File: config.mk
export PLATFORM = sky130hd
export DESIGN_NAME = mux_scan_ctrl
export DESIGN_NICKNAME = d
export VERILOG_FILES = /design/src/rtl/mux_scan_pkg.sv /design/src/rtl/mux_scan_settle_cnt.sv /design/src/rtl/mux_scan_ctrl.sv
export SDC_FILE = /design/constraint.sdc
export NUM_CORES = 1
export LEC_CHECK = 0
export BUFFER_PORTS_ARGS = -buffer_cell sky130_fd_sc_hd__buf_2
export CAP_MARGIN = 10
export CORE_MARGIN = 3
export CORE_UTILIZATION = 40
export DETAILED_ROUTE_END_ITERATION = 10
export PLACE_DENSITY = 0.68
export SYNTH_ARGS = -nofsm -noshare
export SYNTH_HDL_FRONTEND = slang
export SYNTH_SLANG_ARGS = --single-unit
File: constraint.sdc
create_clock -name clk -period 4.4 [get_ports clk]
set_input_delay 0.22 -clock clk [delete_from_list [all_inputs] [get_ports clk]]
set_output_delay 0.22 -clock clk [all_outputs]
set_load 0.01 [all_outputs]
File: src/rtl/mux_scan_pkg.sv
// ---------------------------------------------------------------------------
// mux_scan_pkg
//   Shared types and constants for the 16:1 mux scan sequencer.
//   - scan_state_t : FSM state encoding (idle / settle / capture / done)
//   - DEF_SELW     : default select width (16 channels)
//   - DEF_SETTLE   : default settle wait in cycles
//   - SETTLE_CW    : width of the settle down-counter (settle range 0..15)
//   State names carry an ST_ prefix because SETTLE is also a module parameter.
// ---------------------------------------------------------------------------
package mux_scan_pkg;

  localparam int DEF_SELW   = 4;
  localparam int DEF_SETTLE = 1;
  localparam int SETTLE_CW  = 4;

  typedef enum logic [1:0] {
    ST_IDLE    = 2'd0,
    ST_SETTLE  = 2'd1,
    ST_CAPTURE = 2'd2,
    ST_DONE    = 2'd3
  } scan_state_t;

endpackage

File: src/rtl/mux_scan_settle_cnt.sv
// ---------------------------------------------------------------------------
// mux_scan_settle_cnt
//   Loadable down-counter with a zero flag, used to time the settle wait
//   after each mux select change. It stops at zero rather than wrapping.
// Ports:
//   clk    in   system clock, rising edge
//   rst_n  in   asynchronous active-low reset
//   load   in   load 'value' into the counter this cycle
//   value  in   reload value (SETTLE_CW bits)
//   zero   out  counter currently equals zero
// ---------------------------------------------------------------------------
module mux_scan_settle_cnt
  import mux_scan_pkg::*;
(
  input  logic                 clk,
  input  logic                 rst_n,
  input  logic                 load,
  input  logic [SETTLE_CW-1:0] value,
  output logic                 zero
);

  logic [SETTLE_CW-1:0] r_cnt;

  // Load has priority; otherwise count down and hold at zero.
  always_ff @(posedge clk or negedge rst_n) begin
    if (!rst_n) begin
      r_cnt <= '0;
    end else if (load) begin
      r_cnt <= value;
    end else if (r_cnt != '0) begin
      r_cnt <= r_cnt - SETTLE_CW'(1);
    end
  end

  assign zero = (r_cnt == '0);

endmodule

File: src/rtl/mux_scan_ctrl.sv
// ---------------------------------------------------------------------------
// mux_scan_ctrl
//   Sequencer upstream of a 2**SELW : 1 channel mux. Steps the mux select
//   through a programmable (possibly wrapping) channel range, waits SETTLE
//   cycles after each select change, then captures mux_out into sample[ch].
//   Reports busy while scanning and a one-cycle done pulse per pass.
// Parameters:
//   SELW    select width, NCH = 2**SELW channels
//   SETTLE  wait cycles after each select change before capture (0..15)
// Ports:
//   clk       in   system clock, rising edge
//   rst_n     in   asynchronous active-low reset
//   start     in   begin scan (only honoured in idle)
//   abort     in   stop scan, wins over start
//   first_ch  in   first channel of range, sampled with start
//   last_ch   in   last channel of range, sampled with start
//   mux_out   in   mux data bit for the current select
//   select    out  registered mux select
//   busy      out  scan in progress
//   done      out  one-cycle pulse at the end of each pass
//   sample    out  captured bits, sample[ch] = mux_out seen for channel ch
// Configuration macro:
//   CONTINUOUS_SCAN_EN - when defined the scan restarts at the latched first
//   channel after every pass, keeping busy high and updating sample in place
//   until abort or reset. When undefined each start runs a single pass.
// ---------------------------------------------------------------------------
module mux_scan_ctrl
  import mux_scan_pkg::*;
#(
  parameter int SELW   = DEF_SELW,
  parameter int SETTLE = DEF_SETTLE
) (
  input  logic                  clk,
  input  logic                  rst_n,
  input  logic                  start,
  input  logic                  abort,
  input  logic [SELW-1:0]       first_ch,
  input  logic [SELW-1:0]       last_ch,
  input  logic                  mux_out,
  output logic [SELW-1:0]       select,
  output logic                  busy,
  output logic                  done,
  output logic [(2**SELW)-1:0]  sample
);

  localparam int NCH = 2**SELW;

  // Counter reload so the settle state lasts exactly SETTLE cycles.
  localparam logic [SETTLE_CW-1:0] SETTLE_LOAD =
    (SETTLE == 0) ? '0 : SETTLE_CW'(SETTLE - 1);

  // With no settle time a select change goes straight to capture.
  localparam scan_state_t AFTER_SELECT = (SETTLE == 0) ? ST_CAPTURE : ST_SETTLE;

  scan_state_t     r_state;
  logic [SELW-1:0] r_select;
  logic [SELW-1:0] r_lastCh;
`ifdef CONTINUOUS_SCAN_EN
  logic [SELW-1:0] r_firstCh;
`endif
  logic            r_busy;
  logic            r_done;
  logic [NCH-1:0]  r_sample;

  logic            w_cntLoad;
  logic            w_cntZero;

  // The counter is held at its reload value in every state except settle,
  // so it always holds SETTLE-1 on entry to settle.
  assign w_cntLoad = (r_state != ST_SETTLE);

  mux_scan_settle_cnt u_settleCnt (
    .clk   (clk),
    .rst_n (rst_n),
    .load  (w_cntLoad),
    .value (SETTLE_LOAD),
    .zero  (w_cntZero)
  );

  // Scan FSM with registered outputs. Abort outside idle overrides every
  // state transition and leaves select and already captured bits untouched.
  always_ff @(posedge clk or negedge rst_n) begin
    if (!rst_n) begin
      r_state  <= ST_IDLE;
      r_select <= '0;
      r_lastCh <= '0;
`ifdef CONTINUOUS_SCAN_EN
      r_firstCh <= '0;
`endif
      r_busy   <= 1'b0;
      r_done   <= 1'b0;
      r_sample <= '0;
    end else begin
      r_done <= 1'b0;
      if (abort && (r_state != ST_IDLE)) begin
        r_state <= ST_IDLE;
        r_busy  <= 1'b0;
      end else begin
        case (r_state)
          ST_IDLE: begin
            if (start && !abort) begin
              r_lastCh <= last_ch;
`ifdef CONTINUOUS_SCAN_EN
              r_firstCh <= first_ch;
`endif
              r_select <= first_ch;
              r_sample <= '0;
              r_busy   <= 1'b1;
              r_state  <= AFTER_SELECT;
            end
          end
          ST_SETTLE: begin
            if (w_cntZero) begin
              r_state <= ST_CAPTURE;
            end
          end
          ST_CAPTURE: begin
            r_sample[r_select] <= mux_out;
            if (r_select == r_lastCh) begin
              r_state <= ST_DONE;
              r_done  <= 1'b1;
`ifndef CONTINUOUS_SCAN_EN
              r_busy  <= 1'b0;
`endif
            end else begin
              // Natural wrap of the SELW-bit select gives the modulo-NCH step.
              r_select <= r_select + SELW'(1);
              r_state  <= AFTER_SELECT;
            end
          end
          ST_DONE: begin
`ifdef CONTINUOUS_SCAN_EN
            r_select <= r_firstCh;
            r_state  <= AFTER_SELECT;
`else
            r_state  <= ST_IDLE;
`endif
          end
          default: begin
            r_state <= ST_IDLE;
          end
        endcase
      end
    end
  end

  assign select = r_select;
  assign busy   = r_busy;
  assign done   = r_done;
  assign sample = r_sample;

endmodule
==> After elaboration in Yosys (flattened, before gate mapping) <==
Index checks and enable logic that the tools add are counted.
Widths: inputs -> output; s select.
{ "classes": {"add_sub_neg": 2, "order_cmp": 2, "n_eq_ne": 10, "mux": 22, "bitwise_logic": 1, "n_reduce_logical": 16} }
{ "op_table": {"columns": ["cell", "n"], "rows": [
  ["$pmux 16 s2", 1],
  ["$bwmux 16", 1],
  ["$mux 16", 1],
  ["$mux 4", 4],
  ["$reduce_and 3->1", 3],
  ["$mux 2", 4],
  ["$pmux 2 s4", 1],
  ["$pmux 4 s2", 1],
  ["$mux 1", 7],
  ["$ne 3x3->1 const B", 2],
  ["$reduce_bool 2->1", 3],
  ["$lt 4x5->1 const B", 1],
  ["$add 4x1->4 const B", 1],
  ["$demux 1 s4", 1],
  ["$eq 2x2->1 const B", 2],
  ["$eq 4x4->1", 1],
  ["$ge 4x1->1 const B", 1],
  ["$logic_not 4->1", 1],
  ["$ne 2x2->1 const B", 2],
  ["$reduce_and 4->1", 1],
  ["$reduce_bool 4->1", 1],
  ["$sub 4x1->4 const B", 1],
  ["$logic_and 1x1->1", 3],
  ["$ne 3x2->1 const B", 1],
  ["8 further kinds", 8]
]} }
{ "word_totals": {"ff_bits": 32, "input_bits": 13, "output_inout_bits": 22, "wordCells": 60} }

==> Logic depth before layout (Yosys ltp) <==
{ "logic_depth": {"depth_word": 6, "ltp_mapped": 6, "depth_no_buf": 5} }

==> Modules after synthesis <==
A second synthesis with hierarchy kept.
{ "hier_totals": {"hier_cells": 174, "hier_area_um2": 1729.2} }
{ "modules_own_cells": {"columns": ["module", "n_inst", "cells_each", "area_per_inst_um2", "seq_area_each_um2"], "rows": [
  ["mux_scan_ctrl", 1, 152, 1495.2, 700.7],
  ["mux_scan_settle_cnt", 1, 22, 234.0, 100.1]
]} }

==> Worst setup path after synthesis <==
OpenSTA, ideal clock, no wires.
{ "synth_timing": {"path_type": "reg2reg", "startpoint": "register r_select[2], in the netlist select[2]", "endpoint": "register r_select[1], in the netlist select[1]", "setup_ns": 0.079, "t_arrival_ns": 1.684, "t_required_ns": 4.321, "path_slack_ns": 2.637, "path_stages_with_launch": 7, "n_path_buf": 2, "synth_period_minus_slack_ns": 1.763, "cell_sequence": "dfrtp_1 > buf_6 > xor2_1 > or4_4 > buf_6 > o21ai_4 > mux2i_1"} }
{ "synth_between": {"elab_chain_len": 3} }
{ "synth_lines": {"columns": ["item", "line", "source"], "rows": [
  ["from (decl)", "mux_scan_ctrl.sv:56", "logic [SELW-1:0] r_select;"],
  ["from (signal assigned)", "mux_scan_ctrl.sv:106", "r_select <= first_ch;"],
  ["from (signal assigned)", "mux_scan_ctrl.sv:127", "r_select <= r_select + SELW'(1);"],
  ["$eq 4x4->1", "mux_scan_ctrl.sv:119", "if (r_select == r_lastCh) begin"],
  ["$ne 2x2->1 (no line)", null, null],
  ["$reduce_and 4->1 (no line)", null, null]
]} }
Every way passes these cells.
A chain may end at the register's enable or synchronous reset.

==> Final worst setup path <==
Ends and elaborated chain as after synthesis.

==> impl_metrics.yaml <==
grt:
  grt-ovfl-total: 0
  grt_pass1_wl_um: 6150
  grt_pass1_vias: 1318
  grt_max_degree: 33
  grt.total_usage: 0.156
  grt_antenna_before_repair: 0
yosys:
  synth-main-ff-cell: "dfrtp_1"
  synth_edf_count: 0
  synthArstFlopShare: 1.00
  postSynthCellCount: 168
  ys_seq_elements: 32
  synth_nets: 187
  seq_area_frac_synth: 0.483
  avgSynthCellArea_um2: 9.86
  yosysWarnings: 0
  synthDistinctLibCells: 39
  synthesis.area_mm2: 0.00166
  yosysTopAreaCell: "dfrtp_1"
  synthTopCellsByArea: "dfrtp_1 48%, o21ai_1 7.9%, a21oi_1 5.1%"
  synth_top_area_share: 0.483
setup_path:
  end_kind: "register"
  path_max_fanout: 17
  crit_arrival_ps: 2060
  startpoint_type: "register"
  slowest_stage: "or4_4"
  cp.required_ps: 4610
  crit_buf_inv: 0
  crit_family: "simple AND/OR/NAND/NOR gates"
  timing_worst_setup_path_type: "register to register"
  crit_chain: "xor2_1, or4_4, o21ai_4, mux2i_1"
  cp_slowest_stage_delay_ps: 610
final_layout:
  diodes: 0
  drive_gt1_frac: 0.238
  nets: 220
  design_area_mm2: 0.00193
  synthToLayoutAreaGrowth_pct: 16.8
  final_common_cell: "buf_2"
  mostFrequentLayoutCells: "34 x buf_2, 32 x dfrtp_1, 26 x o21ai_1, 17 x a21oi_1, 11 x nor2_1"
run_status:
  status: "finished with violations"
  violations: "negative hold slack"
clocking:
  insertion_delay_ps: 280
  cts_buffer_depth: 2
  cts_tree: "done"
  clk_transition_reported_paths_ps: 70
  root_buffer: "clkbuf_8"
  cts_num_sinks: 32
  cts_resized: 0
  post-cts-setup-buffer-count: 0
  cts.hold.buffers_added: 0
  h-tree-depth: 2
  cts_buffers: 5
sta:
  hold_ws_ps: -18.3
  fin_crit_sh: 0.422
  period_minus_slack_ps: 1860
  finalHoldViolations: 16
  max_freq_mhz: 538
  slew_viol_final: 0
  worst_pin_slew_ps: 713
  rsz0062_at_grt: "false"
  finalSetupTns_ps: 0
  fin_skew_ps: 3.91
  setup-violations-final: 0
  relSlewSlack: 0.524
hold_path:
  min_path_type: "input port to asynchronous set/reset pin"
detailed_routing:
  final_antenna_net_count: 0
  drtIter0Drc: 156
  wl_per_cell_um: 14.1
  viasPerCell: 5.26
  route.vias.total: 1314
  drt_pass1_iterations: 4
  drc: 0
  totalWireLength_um: 3510
placement:
  placed_area_mm2: 0.00184
  gp_congestion: 0.820
  dpl.hpwl_um: 2560
  io_buffers: 34
pwr:
  leakage_nw: 0.931
  powerDensity_mw_per_mm2: 380
  peakVddDrop_uv: 183
die:
  initial_utilization: 0.433
  io_pins: 35
  dieArea_mm2: 0.00495
  core_mm2: 0.00383
  fp.dieW_um: 70.4
  fp.dieH_um: 70.4
  row_count: 22
flow_run:
  max_cap_viol_count: 0
==> area by class of cell <==
type	instances	area, um^2
Fill cell	360	1890
Multi-Input combinational cell	122	787
Tap cell	48	60.1
Clock buffer	8	90.1
Sequential cell	32	801
Inverter	5	18.8
Timing Repair Buffer	35	178
==> per-layer routing <==
metal | track usage | vias to the layer above | wire length [um]
li1 | - | 665 | -
met1 | 0.201 | 609 | 1600
met2 | 0.255 | 36 | 1710
met3 | 0.0388 | 4 | 179
met4 | 0.0511 | 0 | 31
met5 | 0 | - | 0
==> where the power goes <==
part           internal, mW  leakage, nW  total (mW)  switching, mW
Clock                 0.127       0.0455       0.228          0.101
Combinational        0.0638        0.462       0.154         0.0900
Sequential            0.316        0.424       0.353         0.0367
==> synth_stat cells (2+ instances only) <==
| library cell | instances |
|---|---|
| nor2b_1 | 2 |
| nor2_1 | 11 |
| o21ai_0 | 9 |
| nand3_1 | 2 |
| nand2_1 | 8 |
| ha_1 | 6 |
| nand2b_1 | 5 |
| xnor2_1 | 2 |
| inv_1 | 5 |
| mux2_1 | 4 |
| dfrtp_1 | 32 |
| a31oi_1 | 4 |
| a21oi_1 | 17 |
| mux2i_1 | 2 |
| buf_6 | 2 |
| xor2_1 | 4 |
| o21ai_1 | 26 |
| clkbuf_1 | 6 |
==> worst register-to-register path, cell delays in order, from the launching register on <==
cell     delay (ps)
dfrtp_1         550
xor2_1          240
or4_4           610
o21ai_4         200
mux2i_1         190
==> metrics by stage <==
stage,total power [mW],utilization,setup WS [ps],hold slack [ps],std cells
finish,0.735,0.506,2540,-18.3,250
global route,0.782,0.506,2470,57.5,250
CTS,0.741,0.506,2540,15.0,250
detailed placement,0.512,0.482,2540,315,242
global placement,0.510,0.482,2600,313,242
floorplan,0.469,-,2640,-75.6,168
==> cells by family after synthesis <==
kind of cell / synth area share
multiplexers: 0.0393
AND/OR/NAND/NOR: 0.126
buffers and inverters: 0.0415
adder cells (fa/ha/maj): 0.0453
XOR/XNOR: 0.0317
AO/OA/AOI/OAI: 0.233
flip-flops: 0.483
==> final timing paths <==
| kind | start | end | slack (ps) | cells after the start |
|---|---|---|---|---|
| max | select[2] | select[1] | 2540 | 4 |
| min reg2reg | sample[7] | sample[7] | 490 | 2 |
| min | rst_n | sample[2] | -20 | 1 |
| max reg2reg | select[2] | select[1] | 2540 | 4 |
| min in group clk | last_ch[1] | r_lastCh[1] | 160 | 2 |
| max in group asynchronous | rst_n | r_lastCh[0] | 3960 | 1 |
==> state kept, by name, indices dropped and copies added, names as in the netlist <==
name / count
r_lastCh: 4
u_settleCnt.r_cnt: 4
sample: 16
select: 4
done: 1
r_state: 2
busy: 1
Note: power is estimated with default switching activity, not from simulation.
